## src/rtl/attack_pkg.sv

```systemverilog
// Shared types for the attack sequencer: FSM states and victim-mode encodings.
package attack_pkg;

  typedef enum logic [2:0] {
    ST_IDLE,
    ST_ARM,
    ST_PRE,
    ST_VICTIM,
    ST_WAIT_RSA,
    ST_DRAIN,
    ST_DONE
  } state_e;

  typedef enum logic [1:0] {
    MODE_BASELINE = 2'd0,
    MODE_SWITCH   = 2'd1,
    MODE_RSA      = 2'd2
  } mode_e;

  // Reserved encoding 3 runs as a baseline capture.
  function automatic mode_e decode_mode(input logic [1:0] raw);
    case (raw)
      2'd1:    return MODE_SWITCH;
      2'd2:    return MODE_RSA;
      default: return MODE_BASELINE;
    endcase
  endfunction

endpackage

```

## src/rtl/cycle_timer.sv

```systemverilog
// Loadable down-counter that saturates at zero and flags the zero count.
module cycle_timer #(
  parameter int unsigned W = 32
) (
  input  logic         clk,
  input  logic         rst_n,
  input  logic         load,
  input  logic [W-1:0] load_val,
  input  logic         dec,
  output logic         zero_c
);

  logic [W-1:0] count_q, count_d;

  always_comb begin
    count_d = count_q;
    if (load) begin
      count_d = load_val;
    end else if (dec && (count_q != '0)) begin
      count_d = count_q - W'(1);
    end
  end

  always_ff @(posedge clk or negedge rst_n) begin
    if (!rst_n) begin
      count_q <= '0;
    end else begin
      count_q <= count_d;
    end
  end

  assign zero_c = (count_q == '0);

endmodule

```

## src/rtl/attack_sequencer.sv

```systemverilog
// Sequences one side-channel capture: RO start, quiet period, victim activity,
// then waits for the capture to drain, with a bounded wait on each handshake.
module attack_sequencer
  import attack_pkg::*;
#(
  parameter int unsigned CNT_WIDTH      = 32,
  parameter int unsigned TIMEOUT_CYCLES = 2**20
) (
  input  logic                 clk,
  input  logic                 rst_n,
  input  logic                 go,
  input  logic [1:0]           mode,
  input  logic [CNT_WIDTH-1:0] pre_cycles,
  input  logic [CNT_WIDTH-1:0] victim_cycles,
  input  logic                 ro_done,
  input  logic                 rsa_done,
  output logic                 ro_go,
  output logic                 switcher_en,
  output logic                 rsa_go,
  output logic                 busy,
  output logic                 done,
  output logic                 timeout
);

  state_e               state_q, state_d;
  mode_e                mode_q, mode_d;
  logic [CNT_WIDTH-1:0] pre_q, pre_d, victim_q, victim_d;
  logic                 ro_seen_q, ro_seen_d;
  logic                 ro_go_q, ro_go_d, switcher_en_q, switcher_en_d;
  logic                 rsa_go_q, rsa_go_d, busy_q, busy_d;
  logic                 done_q, done_d, timeout_q, timeout_d;

  logic                 ph_load, ph_dec, ph_zero;
  logic [CNT_WIDTH-1:0] ph_val;
  logic                 to_load, to_dec, to_zero;
  logic                 pre_end, abort;

  cycle_timer #(.W(CNT_WIDTH)) u_phase_timer (
    .clk      (clk),
    .rst_n    (rst_n),
    .load     (ph_load),
    .load_val (ph_val),
    .dec      (ph_dec),
    .zero_c   (ph_zero)
  );

  cycle_timer #(.W(CNT_WIDTH)) u_timeout_timer (
    .clk      (clk),
    .rst_n    (rst_n),
    .load     (to_load),
    .load_val (CNT_WIDTH'(TIMEOUT_CYCLES - 1)),
    .dec      (to_dec),
    .zero_c   (to_zero)
  );

  always_comb begin
    state_d   = state_q;
    mode_d    = mode_q;
    pre_d     = pre_q;
    victim_d  = victim_q;
    ro_seen_d = ro_seen_q;
    timeout_d = timeout_q;
    ph_load   = 1'b0;
    ph_val    = pre_q - CNT_WIDTH'(1);
    ph_dec    = 1'b0;
    to_dec    = 1'b0;
    pre_end   = 1'b0;
    abort     = 1'b0;

    // Capture may finish before DRAIN; remember it so DRAIN can exit at once.
    if (ro_done && ((state_q == ST_PRE) || (state_q == ST_VICTIM) || (state_q == ST_WAIT_RSA))) begin
      ro_seen_d = 1'b1;
    end

    case (state_q)
      ST_IDLE, ST_DONE: begin
        if (go) begin
          mode_d    = decode_mode(mode);
          pre_d     = pre_cycles;
          victim_d  = victim_cycles;
          ro_seen_d = 1'b0;
          timeout_d = 1'b0;
          state_d   = ST_ARM;
        end
      end
      ST_ARM: begin
        if (pre_q == '0) begin
          pre_end = 1'b1;
        end else begin
          ph_load = 1'b1;
          state_d = ST_PRE;
        end
      end
      ST_PRE: begin
        if (ph_zero) pre_end = 1'b1;
        else         ph_dec  = 1'b1;
      end
      ST_VICTIM: begin
        if (mode_q == MODE_RSA) state_d = ST_WAIT_RSA;
        else if (ph_zero)       state_d = ST_DRAIN;
        else                    ph_dec  = 1'b1;
      end
      ST_WAIT_RSA: begin
        // rsa_go_q marks the first WAIT_RSA cycle; a done seen then is stale.
        if (rsa_done && !rsa_go_q) state_d = ST_DRAIN;
        else if (to_zero)          abort   = 1'b1;
        else                       to_dec  = 1'b1;
      end
      ST_DRAIN: begin
        if (ro_done || ro_seen_q) begin
          state_d   = ST_DONE;
          ro_seen_d = 1'b0;
        end else if (to_zero) begin
          abort = 1'b1;
        end else begin
          to_dec = 1'b1;
        end
      end
      default: state_d = ST_IDLE;
    endcase

    if (pre_end) begin
      if (mode_q == MODE_RSA) begin
        state_d = ST_VICTIM;
      end else if ((mode_q == MODE_SWITCH) && (victim_q != '0)) begin
        state_d = ST_VICTIM;
        ph_load = 1'b1;
        ph_val  = victim_q - CNT_WIDTH'(1);
      end else begin
        state_d = ST_DRAIN;
      end
    end

    if (abort) begin
      state_d   = ST_DONE;
      timeout_d = 1'b1;
    end

    to_load       = (state_d != state_q) && ((state_d == ST_WAIT_RSA) || (state_d == ST_DRAIN));
    ro_go_d       = (state_q == ST_ARM);
    switcher_en_d = (state_q == ST_VICTIM) && (mode_q == MODE_SWITCH) && !abort;
    rsa_go_d      = (state_q == ST_VICTIM) && (mode_q == MODE_RSA);
    busy_d        = (state_d != ST_IDLE) && (state_d != ST_DONE);
    done_d        = (state_d == ST_DONE);
  end

  always_ff @(posedge clk or negedge rst_n) begin
    if (!rst_n) begin
      state_q       <= ST_IDLE;
      mode_q        <= MODE_BASELINE;
      pre_q         <= '0;
      victim_q      <= '0;
      ro_seen_q     <= 1'b0;
      ro_go_q       <= 1'b0;
      switcher_en_q <= 1'b0;
      rsa_go_q      <= 1'b0;
      busy_q        <= 1'b0;
      done_q        <= 1'b0;
      timeout_q     <= 1'b0;
    end else begin
      state_q       <= state_d;
      mode_q        <= mode_d;
      pre_q         <= pre_d;
      victim_q      <= victim_d;
      ro_seen_q     <= ro_seen_d;
      ro_go_q       <= ro_go_d;
      switcher_en_q <= switcher_en_d;
      rsa_go_q      <= rsa_go_d;
      busy_q        <= busy_d;
      done_q        <= done_d;
      timeout_q     <= timeout_d;
    end
  end

  assign ro_go       = ro_go_q;
  assign switcher_en = switcher_en_q;
  assign rsa_go      = rsa_go_q;
  assign busy        = busy_q;
  assign done        = done_q;
  assign timeout     = timeout_q;

endmodule

```

## config.mk

```make
export PLATFORM = sky130hd
export DESIGN_NAME = attack_sequencer
export DESIGN_NICKNAME = d
export VERILOG_FILES = /design/src/rtl/attack_pkg.sv /design/src/rtl/cycle_timer.sv /design/src/rtl/attack_sequencer.sv
export SDC_FILE = /design/constraint.sdc
export NUM_CORES = 1
export LEC_CHECK = 0
export ABC_AREA = 1
export CAP_MARGIN = 20
export CORE_ASPECT_RATIO = 1.1
export CORE_MARGIN = 10
export CORE_UTILIZATION = 58
export DETAILED_ROUTE_END_ITERATION = 10
export PLACE_DENSITY = 0.89
export SYNTH_ARGS = -nofsm -noshare
export SYNTH_HDL_FRONTEND = slang
export SYNTH_HIERARCHICAL = 1
export SYNTH_SLANG_ARGS = --single-unit
```

## constraint.sdc

```tcl
create_clock -name clk -period 3.7 [get_ports clk]
set_clock_uncertainty 0.05 [all_clocks]
set_input_delay 0.555 -clock clk [delete_from_list [all_inputs] [get_ports clk]]
set_output_delay 0.555 -clock clk [all_outputs]
set_load 0.03 [all_outputs]
```

==> results.tsv, run 1 <==
metric	value	unit
outcome	completed	
place.port_buffers	76	
critical_path.slowest_cell	sky130_fd_sc_hd__dfrtp_1	
clockBufferDepth	2	
period_minus_slack	3.27	ns
ys_seq_elements	140	
timing_hold_violations_final	0	
die_w	146	um
maximum_clock_frequency	306	MHz
number_of_buffers_inserted_to_repair_setup_after_cts	0	
worst_r2r_endpoint	u_timeout_timer/count_q[11]$_DFFE_PN0P_	
asyncSetResetFlopFracSynth	100	%
max_cap_violations	0	
min_period_over_period	88.4	%
drc_errors	0	
dieHeight	158	um
initial_antenna_violation_count	0	
detail-route-antenna-nets	0	
yosys_warnings	6	
total_switching_power	0.00519	W
place.detailed.hpwl	22.7	mm
critPathLaunchType	flop	
synth_largest_area_cell	sky130_fd_sc_hd__dfrtp_1	
insertedDiodeCount	0	
critPathMaxStageDelay	0.38	ns
synth_enable_flop_cells	0	
ctsRootBufferMaster	sky130_fd_sc_hd__clkbuf_16	
number_of_global_route_vias_before_repair	9976	
grt_pass1_wl	49.6	mm
vias_per_cell	5.37	
gp_routability_congestion	1.02	
netlist_top_cells_area	sky130_fd_sc_hd__dfrtp_1 35%, sky130_fd_sc_hd__nand2_1 23%, sky130_fd_sc_hd__nor2_1 8.7%	
number_of_vias_after_detailed_routing	10300	
vdd_ir_drop_max	0.459	mV
timing.critical_path.to_type	flop	
full_die_area	23000	um2
core_region_area	17000	um2
syn_inst	1575	
cts-hold-fix-buffers	0	
p_leak	5.82	nW
tritoncts_num_sinks	140	
r2r_start	u_phase_timer/count_q[0]$_DFFE_PN0P_	
synth_ff_type	sky130_fd_sc_hd__dfrtp_1	
arrival	3.54	ns
power_per_cell_area	873	nW/um2
tritoncts.num_buffers	17	
clock_tree_from_tritoncts	yes	
final_critical_path_setup_slack	0.428	ns
comb_power_share	52.8	%
power.share.clock	16.7	%
nets	1752	
report.final.setup_viol	0	
cellInternalPower	0.00504	W
final.setup.tns	0	ns
initial_utilization	59.1	%
grt_max_degree	78	
routed_wirelength	29.9	mm
synthDistinctLibCells	43	
place_worst_setup_slack	0.378	ns
groute.usage.overall	26.3	%
placement_rows	50	
synth_top_cell_area_share	34.9	%
critical_path_peak_fanout	23	
crit_required	3.97	ns
syn-cell-area	10100	um2
final.hold.worst_slack	0.0549	ns
clock_tree.htree_level_count	4	
detail_route.first_pass.iterations	7	
timing_max_transition_violations_final	0	
timing.max_slew.rel_slack	59.4	%
layout_overhead_on_the_synthesized_area	16.6	%
worstHoldPathType	primary input to async pin	
drive_above_1_share	6.75	%
criticalPathCategory	flop to flop	
switching_share	50.8	%
reg2reg_depth	20	
wl_per_cell	15.5	um
clk_pin_slew_worst_paths	0.06	ns
ioPinCount	77	
drt_iter0_drc	853	
grt_setup_unrepaired	false	
clk-insertion-delay-late	0.43	ns
cp_cell_sequence	inv_1, ha_1, nand2_4, nor2_8, nand2_1, nor4_2, inv_1, nor2_1, inv_1, nand2_2, nand3_1, nand2_1, nand3_1, nor2_2, inv_1, buf_4, nand3_1, nand2_1, nand2_1, o21ai_1	
power_frac_seq	30.5	%
post_synth.cell_area_avg	6.38	um2
slack_of_the_worst_reg_to_reg_path	0.43	ns
max_slew.worst_pin.slew	0.608	ns
synth_sequential_area_ratio	34.9	%
gr_ovfl_total	0	
[synthesized netlist by cell type (17+ instances only)]
| cell | count |
|---|---|
| sky130_fd_sc_hd__o21ai_1 | 21 |
| sky130_fd_sc_hd__nor2_1 | 233 |
| sky130_fd_sc_hd__nand3_1 | 127 |
| sky130_fd_sc_hd__clkbuf_1 | 26 |
| sky130_fd_sc_hd__xor2_1 | 36 |
| sky130_fd_sc_hd__xnor2_1 | 32 |
| sky130_fd_sc_hd__dfrtp_1 | 140 |
| sky130_fd_sc_hd__nand2_1 | 621 |
| sky130_fd_sc_hd__nor2_2 | 17 |
| sky130_fd_sc_hd__o21ai_0 | 60 |
| sky130_fd_sc_hd__inv_1 | 124 |
| sky130_fd_sc_hd__nand4_1 | 24 |
[power groups by stage]
stage | Clock [W] | Sequential, W | Combinational [W]
after floorplan | 0 | 0.00285 | 0.00406
after global placement | 0 | 0.00308 | 0.00510
after detailed placement | 0 | 0.00309 | 0.00526
after CTS | 0.00171 | 0.00309 | 0.00532
after global routing | 0.00179 | 0.00321 | 0.00611
final | 0.00171 | 0.00312 | 0.00540
[cell usage in the layout (no fill, tap or decap), drive strengths merged]
master	instances
clkbuf	19
nor4	3
xor2	36
clkdlybuf4s50	75
nor2	255
o21a	2
dfrtp	140
a21o	1
o31ai	1
nand2	635
xnor2	32
nor3b	1
nand4	24
or2	10
bufinv	2
nor3	13
a21oi	14
inv	128
mux2i	4
a31oi	1
conb	32
and2	1
nand3	132
clkinvlp	4
buf	17
nand3b	4
o21ai	86
ha	6
clkinv	10
[how the worst max path moves through the flow]
stage	start	end	slack [ns]	cells after the start
finish	u_phase_timer/count_q[0]$_DFFE_PN0P_	u_timeout_timer/count_q[11]$_DFFE_PN0P_	0.43	20
global route	u_phase_timer/count_q[0]$_DFFE_PN0P_	u_timeout_timer/count_q[11]$_DFFE_PN0P_	0.11	20
CTS	u_phase_timer/count_q[0]$_DFFE_PN0P_	u_timeout_timer/count_q[11]$_DFFE_PN0P_	0.38	20
detailed placement	u_phase_timer/count_q[0]$_DFFE_PN0P_	u_timeout_timer/count_q[11]$_DFFE_PN0P_	0.38	20
global placement	u_phase_timer/count_q[0]$_DFFE_PN0P_	u_timeout_timer/count_q[13]$_DFFE_PN0P_	0.57	20
floorplan	u_phase_timer/count_q[0]$_DFFE_PN0P_	u_phase_timer/count_q[13]$_DFFE_PN0P_	0.56	20
[registers in the layout, summed over array words and instances (netlist names), 2 cells and up]
signal and flops:
pre_q 32, u_phase_timer/count_q 32, u_timeout_timer/count_q 32, victim_q 32, state_q 3, mode_q 2
[what timing repair did]
item / CTS / global route
resized for setup: 0 / 1
endpoints found under the setup margin: 0 / 2
hold endpoints to repair: 0 / 0
[cell type report]
cell class,instances,area [um2]
Clock buffer,19,433
Clock inverter,13,144
Fill cell,1490,5300
Inverter,131,502
Multi-Input combinational cell,1293,5950
Sequential cell,140,3500
Tap cell,234,293
Timing Repair Buffer,92,895
[layer usage]
| metal | wire, um | vias up | track usage, % |
|---|---|---|---|
| met3 | 1790 | 69 | 4.11 |
| met4 | 867 | 0 | 10.0 |
| met5 | 0 | - | 0 |
| li1 | - | 5107 | - |
| met1 | 12600 | 4747 | 33.0 |
| met2 | 14600 | 389 | 45.1 |
[kinds of logic after synthesis]
family,after synthesis,synth area share (%)
adders and majority gates,6,0.747
other,2,0.0747
DFF,140,34.9
buffers and inverters,172,7.23
and+or+nand+nor,1078,45.1
AOI/OAI and AO/OA,105,5.68
xor gates and xnor gates,68,5.93
muxes,4,0.398
[worst max-delay path: cells and delay by family, from the launching register on]
kind / cells / cell delay (ns)
compound gates: 1 / 0.06
fa+ha+maj: 1 / 0.31
buf+inv: 5 / 0.66
flops: 1 / 0.38
simple gates: 13 / 1.70
[per-stage QoR]
step	util (%)	instances	total power (W)	instance area, um2
after detailed placement	65.4	1889	0.00835	11100
after CTS	68.8	1921	0.0101	11700
final	68.9	1922	0.0102	11700
after global placement	65.4	1889	0.00818	11100
after global routing	68.9	1922	0.0111	11700
after floorplan	-	1605	0.00690	10200
Power figures use the tool's default switching activity.
==> run 2, diff against run 1 <==
- ABC_AREA: 1 -> unset
- PLACE_DENSITY: 0.89 -> 0.9
==> results.tsv, run 2 <==
metric	value	unit
final_common_cell	sky130_fd_sc_hd__dfrtp_1	
tritoncts_num_sinks	140	
clockBufferDepth	2	
critical_path.slowest_cell	sky130_fd_sc_hd__or4_1	
cts-hold-fix-buffers	0	
synth_ff_type	sky130_fd_sc_hd__dfrtp_1	
routed_wirelength	24.0	mm
place_worst_setup_slack	0.0979	ns
cellInternalPower	0.00494	W
power_frac_seq	39.8	%
timing.max_slew.rel_slack	30.9	%
initial_antenna_violation_count	0	
layout_overhead_on_the_synthesized_area	21.4	%
p_leak	3.96	nW
outcome	completed	
detail-route-antenna-nets	0	
reg2reg_depth	12	
criticalPathCategory	flop to flop	
worstSetupPathDepth	12	
core_region_area	14600	um2
synthDistinctLibCells	72	
max_slew.worst_pin.slew	1.04	ns
netlist_top_cells_area	sky130_fd_sc_hd__dfrtp_1 40%, sky130_fd_sc_hd__mux2_2 8.3%, sky130_fd_sc_hd__xnor2_1 4.7%	
wl_per_cell	19.5	um
syn_inst	907	
syn-cell-area	8690	um2
synth_sequential_area_ratio	40.3	%
detail_route.first_pass.iterations	5	
max_cap_violations	0	
tritoncts.num_buffers	17	
synth_largest_area_cell	sky130_fd_sc_hd__dfrtp_1	
critPathMaxStageDelay	0.56	ns
nets	1102	
insertedDiodeCount	0	
vdd_ir_drop_max	0.408	mV
period_minus_slack	3.53	ns
timing_max_transition_violations_final	0	
dieHeight	148	um
switching_share	40.0	%
post_synth.cell_area_avg	9.58	um2
gr_ovfl_total	0	
initial_utilization	59.7	%
most_numerous_cell_in_the_yosys_netlist	sky130_fd_sc_hd__dfrtp_1	
ctsRootBufferMaster	sky130_fd_sc_hd__clkbuf_16	
timing.critical_path.to_type	flop	
final_critical_path_setup_slack	0.167	ns
clk-insertion-delay-late	0.43	ns
drc_errors	0	
n_fill_cell	961	
synth_common_cells	140 x sky130_fd_sc_hd__dfrtp_1, 78 x sky130_fd_sc_hd__nor2_1, 71 x sky130_fd_sc_hd__nand2_1	
total_switching_power	0.00329	W
timing_hold_violations_final	0	
power_per_cell_area	779	nW/um2
synth_enable_flop_cells	0	
number_of_global_route_vias_before_repair	7859	
crit_family	simple AND/OR/NAND/NOR gates	
worst-path-buf-inv	2	
cp_common_cell	sky130_fd_sc_hd__buf_4	
synth_top_cell_area_share	40.3	%
ys_seq_elements	140	
asyncSetResetFlopFracSynth	100	%
report.final.setup_viol	0	
grt_pass1_wl	39.2	mm
power.share.clock	21.4	%
grt_max_degree	107	
vias_per_cell	6.39	
drt_iter0_drc	844	
final.setup.tns	0	ns
groute.usage.overall	23.8	%
yosys_warnings	6	
ioPinCount	77	
clock_tree.htree_level_count	4	
gp_routability_congestion	0.932	
cp_cell_sequence	or4_1, or3_1, nor4_4, nand3b_1, nor2_1, a31oi_2, buf_4, a311oi_4, buf_4, mux2_2, nand2_1, o311ai_0	
number_of_vias_after_detailed_routing	7863	
placement_rows	46	
die_w	137	um
arrival	3.78	ns
place.detailed.hpwl	16.3	mm
place.port_buffers	76	
clock_tree_from_tritoncts	yes	
crit_required	3.94	ns
comb_power_share	38.8	%
worstHoldPathType	primary input to async pin	
drive_above_1_share	15.9	%
grt_setup_unrepaired	false	
critical_path_peak_fanout	4	
maximum_clock_frequency	283	MHz
full_die_area	20300	um2
critPathLaunchType	flop	
clk_pin_slew_worst_paths	0.06	ns
min_period_over_period	95.5	%
most-common-layout-cells	140 x sky130_fd_sc_hd__dfrtp_1, 77 x sky130_fd_sc_hd__nor2_1, 75 x sky130_fd_sc_hd__clkdlybuf4s50_1, 71 x sky130_fd_sc_hd__nand2_1, 64 x sky130_fd_sc_hd__mux2_2	
==> run 2: cell count changes after synthesis, sizes merged, moves of 13 or more <==
cell | previous run | this run
o21ai | 86 | 47
or4 | 0 | 28
xnor2 | 32 | 47
nor3 | 13 | 41
nand3 | 132 | 27
inv | 127 | 28
mux2 | 0 | 64
or3 | 0 | 25
nand2 | 635 | 71
mux2i | 4 | 32
nor2 | 255 | 79
nor4 | 3 | 16
a31oi | 1 | 30
==> run 2: final timing paths <==
kind                                                             from  slack, ns                               endpoint
worst max-delay path            u_phase_timer/count_q[24]$_DFFE_PN0P_       0.17  u_phase_timer/count_q[15]$_DFFE_PN0P_
worst min-delay path                                            rst_n       0.15  u_phase_timer/count_q[18]$_DFFE_PN0P_
worst max register to register  u_phase_timer/count_q[24]$_DFFE_PN0P_       0.17  u_phase_timer/count_q[15]$_DFFE_PN0P_
worst min register to register                  mode_q[0]$_DFFE_PN0P_       0.45                       rsa_go$_DFF_PN0_
max in group asynchronous                                       rst_n       2.68               victim_q[18]$_DFFE_PN0P_
min in group clk                                mode_q[0]$_DFFE_PN0P_       0.45                       rsa_go$_DFF_PN0_
==> run 2: final cells by class <==
class	instances	area (um2)	area share [%]
clock buffer	26	529	5.02
clock inverter	6	80.1	0.759
inverter	30	115	1.09
multi-input combinational	723	5000	47.4
sequential	140	3500	33.2
tap	192	240	2.28
timing repair buffer	113	1080	10.3
==> run 2: worst reg2reg max path: stages (launching register included) <==
cell                       delay, ns
sky130_fd_sc_hd__dfrtp_1        0.41
sky130_fd_sc_hd__or4_1          0.56
sky130_fd_sc_hd__or3_1          0.46
sky130_fd_sc_hd__nor4_4         0.31
sky130_fd_sc_hd__nand3b_1       0.16
sky130_fd_sc_hd__nor2_1         0.17
sky130_fd_sc_hd__a31oi_2        0.06
sky130_fd_sc_hd__buf_4          0.17
sky130_fd_sc_hd__a311oi_4       0.33
sky130_fd_sc_hd__buf_4          0.20
sky130_fd_sc_hd__mux2_2         0.34
sky130_fd_sc_hd__nand2_1        0.07
sky130_fd_sc_hd__o311ai_0       0.11
==> run 2: cell families after synthesis <==
logic type / after synthesis / share of synthesized area [%]
AOI/OAI and AO/OA: 153 / 12.3
xor gates and xnor gates: 78 / 7.86
adders and majority gates: 6 / 0.864
buffers and inverters: 74 / 3.84
DFF: 140 / 40.3
muxes: 96 / 12.0
other: 2 / 0.0864
and+or+nand+nor: 358 / 22.7
==> run 2: routing by layer <==
metal  GRT usage (%)  vias up  routed length [um]  share of wire (%)
li1                -     3544                   -                  -
met1            28.4     3789                9290                 39
met2            39.2      414               11800                 49
met3            5.39      116                1700                7.1
met4            12.5        0                1170                4.9
met5               0        -                   0                  0
==> run 2: through the flow <==
step	area [um2]	cells	power, W	hold WS [ns]	util (%)
floorplan	8810	937	0.00533	0.209	-
detailed placement	9920	1198	0.00628	0.433	68.1
CTS	10500	1230	0.00816	0.258	72.3
finish	10600	1230	0.00822	0.151	72.5
global route	10600	1230	0.00870	0.277	72.5
global placement	9920	1198	0.00610	0.422	68.1
==> run 2: power by group through the flow <==
stage          Combinational [W]  Sequential [W]  Clock (W)
6_report                 0.00319         0.00327    0.00176
4_1_cts                  0.00315         0.00324    0.00177
3_3_place_gp             0.00293         0.00317          0
2_1_floorplan            0.00237         0.00296          0
3_5_place_dp             0.00306         0.00322          0
5_1_grt                  0.00349         0.00337    0.00183
==> run 2: timing repair <==
action | 4_1_cts | 5_1_grt
endpoints found under the setup margin | 0 | 25
resized for setup | 0 | 5
buffers inserted | 0 | 0
==> run 3, diff against run 2 <==
- clock period: 3.7 -> 3.6 ns (I/O delays scaled with it)
==> results.tsv, run 3 (synthesis gave the netlist of run 2 again) <==
metric	value	unit
full_die_area	20300	um2
power_per_cell_area	798	nW/um2
tritoncts_num_sinks	140	
wl_per_cell	19.6	um
dieHeight	148	um
clockBufferDepth	2	
final_common_cell	sky130_fd_sc_hd__dfrtp_1	
initial_utilization	59.7	%
critical_path.slowest_cell	sky130_fd_sc_hd__or4_4	
nets	1112	
cp_cell_sequence	or4_4, or4_4, nor4_4, nand3b_1, nor2_2, a31oi_2, buf_4, a311oi_4, buf_6, buf_12, buf_4, mux2i_1, nand2_1, o21ai_0	
place.port_buffers	76	
tritoncts.num_buffers	17	
gp_routability_congestion	0.926	
r2r_start	u_phase_timer/count_q[10]$_DFFE_PN0P_	
place.detailed.hpwl	16.9	mm
insertedDiodeCount	0	
drc_errors	0	
timing.max_slew.rel_slack	29.1	%
vias_per_cell	6.34	
number_of_global_route_vias_before_repair	7968	
number_of_vias_after_detailed_routing	7864	
worst-path-buf-inv	4	
grt_pass1_wl	39.1	mm
max_slew.worst_pin.slew	1.06	ns
clock_tree_from_tritoncts	yes	
timing.critical_path.to_type	flop	
maximum_clock_frequency	282	MHz
drt_iter0_drc	813	
routed_wirelength	24.4	mm
timing_hold_violations_final	0	
clock_tree.htree_level_count	4	
worstHoldPathType	primary input to async pin	
most-common-layout-cells	140 x sky130_fd_sc_hd__dfrtp_1, 76 x sky130_fd_sc_hd__nor2_1, 75 x sky130_fd_sc_hd__clkdlybuf4s50_1, 71 x sky130_fd_sc_hd__nand2_1, 64 x sky130_fd_sc_hd__mux2_2	
arrival	3.83	ns
drive_above_1_share	17.4	%
min_period_over_period	98.6	%
placement_rows	46	
critPathLaunchType	flop	
slack_of_the_worst_reg_to_reg_path	0.05	ns
groute.usage.overall	24.0	%
cp_startpoint	u_phase_timer/count_q[10]$_DFFE_PN0P_	
crit_family	simple AND/OR/NAND/NOR gates	
crit_required	3.88	ns
finish.utilization	73.3	%
initial_antenna_violation_count	0	
p_leak	4.02	nW
timing_max_transition_violations_final	0	
vdd_ir_drop_max	0.451	mV
detail_route.first_pass.iterations	5	
ctsRootBufferMaster	sky130_fd_sc_hd__clkbuf_16	
critical_path_peak_fanout	15	
max_cap_violations	0	
report.final.setup_viol	0	
criticalPathCategory	flop to flop	
critPathMaxStageDelay	0.54	ns
ioPinCount	77	
period_minus_slack	3.55	ns
dp.cells	1201	
grt_max_degree	90	
layout_overhead_on_the_synthesized_area	22.8	%
grt_setup_unrepaired	true	
core_region_area	14600	um2
detail-route-antenna-nets	0	
outcome	completed	
final_instance_count_excl_fillers	1240	
gr_ovfl_total	0	
cts-hold-fix-buffers	0	
clk_pin_slew_worst_paths	0.06	ns
die_w	137	um
clk-insertion-delay-late	0.43	ns
-- run 3: cell types whose count changed in the layout (fill, tap and decap cells not counted), moves of 2 or more --
| cell | before | now |
|---|---|---|
| sky130_fd_sc_hd__clkinvlp_4 | 0 | 2 |
| sky130_fd_sc_hd__clkinv_2 | 4 | 6 |
| sky130_fd_sc_hd__mux2i_2 | 0 | 3 |
| sky130_fd_sc_hd__clkbuf_8 | 7 | 2 |
| sky130_fd_sc_hd__mux2i_1 | 32 | 29 |
| sky130_fd_sc_hd__buf_4 | 33 | 43 |
| sky130_fd_sc_hd__bufinv_16 | 2 | 4 |
-- run 3: final cells by class --
| type | instances | area [um2] |
|---|---|---|
| clock buffers | 20 | 457 |
| clock inverters | 12 | 169 |
| fillers | 938 | 3890 |
| inverters | 30 | 114 |
| multi-input cells | 723 | 5030 |
| flip-flops and latches | 140 | 3500 |
| well taps | 192 | 240 |
| repair buffers | 123 | 1160 |
-- run 3: stage by stage --
step	cell area [um2]	power [W]	setup slack, ns	hold slack, ns	TNS (ns)
3_3_place_gp	9940	0.00625	0.0673	0.435	0
3_5_place_dp	9940	0.00645	-0.0445	0.445	-0.191
2_1_floorplan	8820	0.00548	0.00513	0.194	0
5_1_grt	10700	0.00902	-0.0580	0.192	-0.131
4_1_cts	10600	0.00840	0.0665	0.156	0
6_report	10700	0.00852	0.0518	0.119	0
-- run 3: final timing paths --
path	to	cells after the start
worst max-delay path	u_phase_timer/count_q[26]$_DFFE_PN0P_	14
max in group asynchronous	victim_q[23]$_DFFE_PN0P_	2
worst max register to register	u_phase_timer/count_q[26]$_DFFE_PN0P_	14
worst min register to register	rsa_go$_DFF_PN0_	1
min in group clk	rsa_go$_DFF_PN0_	1
worst min-delay path	pre_q[14]$_DFFE_PN0P_	1
-- run 3: power by group --
part	total, W	internal (W)	switching, W
registers	0.00334	0.00234	0.000997
clock network	0.00187	0.00119	0.000680
logic	0.00331	0.00160	0.00171
total	0.00852	0.00513	0.00339
-- run 3: repair_timing --
action	CTS	global route
pin swaps	1	2
endpoints found under the setup margin	10	50
setup buffers	0	7
gates resized for setup	1	9
-- run 3: metal layers --
| metal | GRT usage [%] | routed length (um) | vias to the layer above |
|---|---|---|---|
| met5 | 0 | 0 | - |
| met3 | 5.02 | 1610 | 109 |
| met4 | 15.8 | 1280 | 0 |
| met2 | 41.3 | 12500 | 388 |
| met1 | 26.1 | 8950 | 3810 |
| li1 | - | - | 3557 |
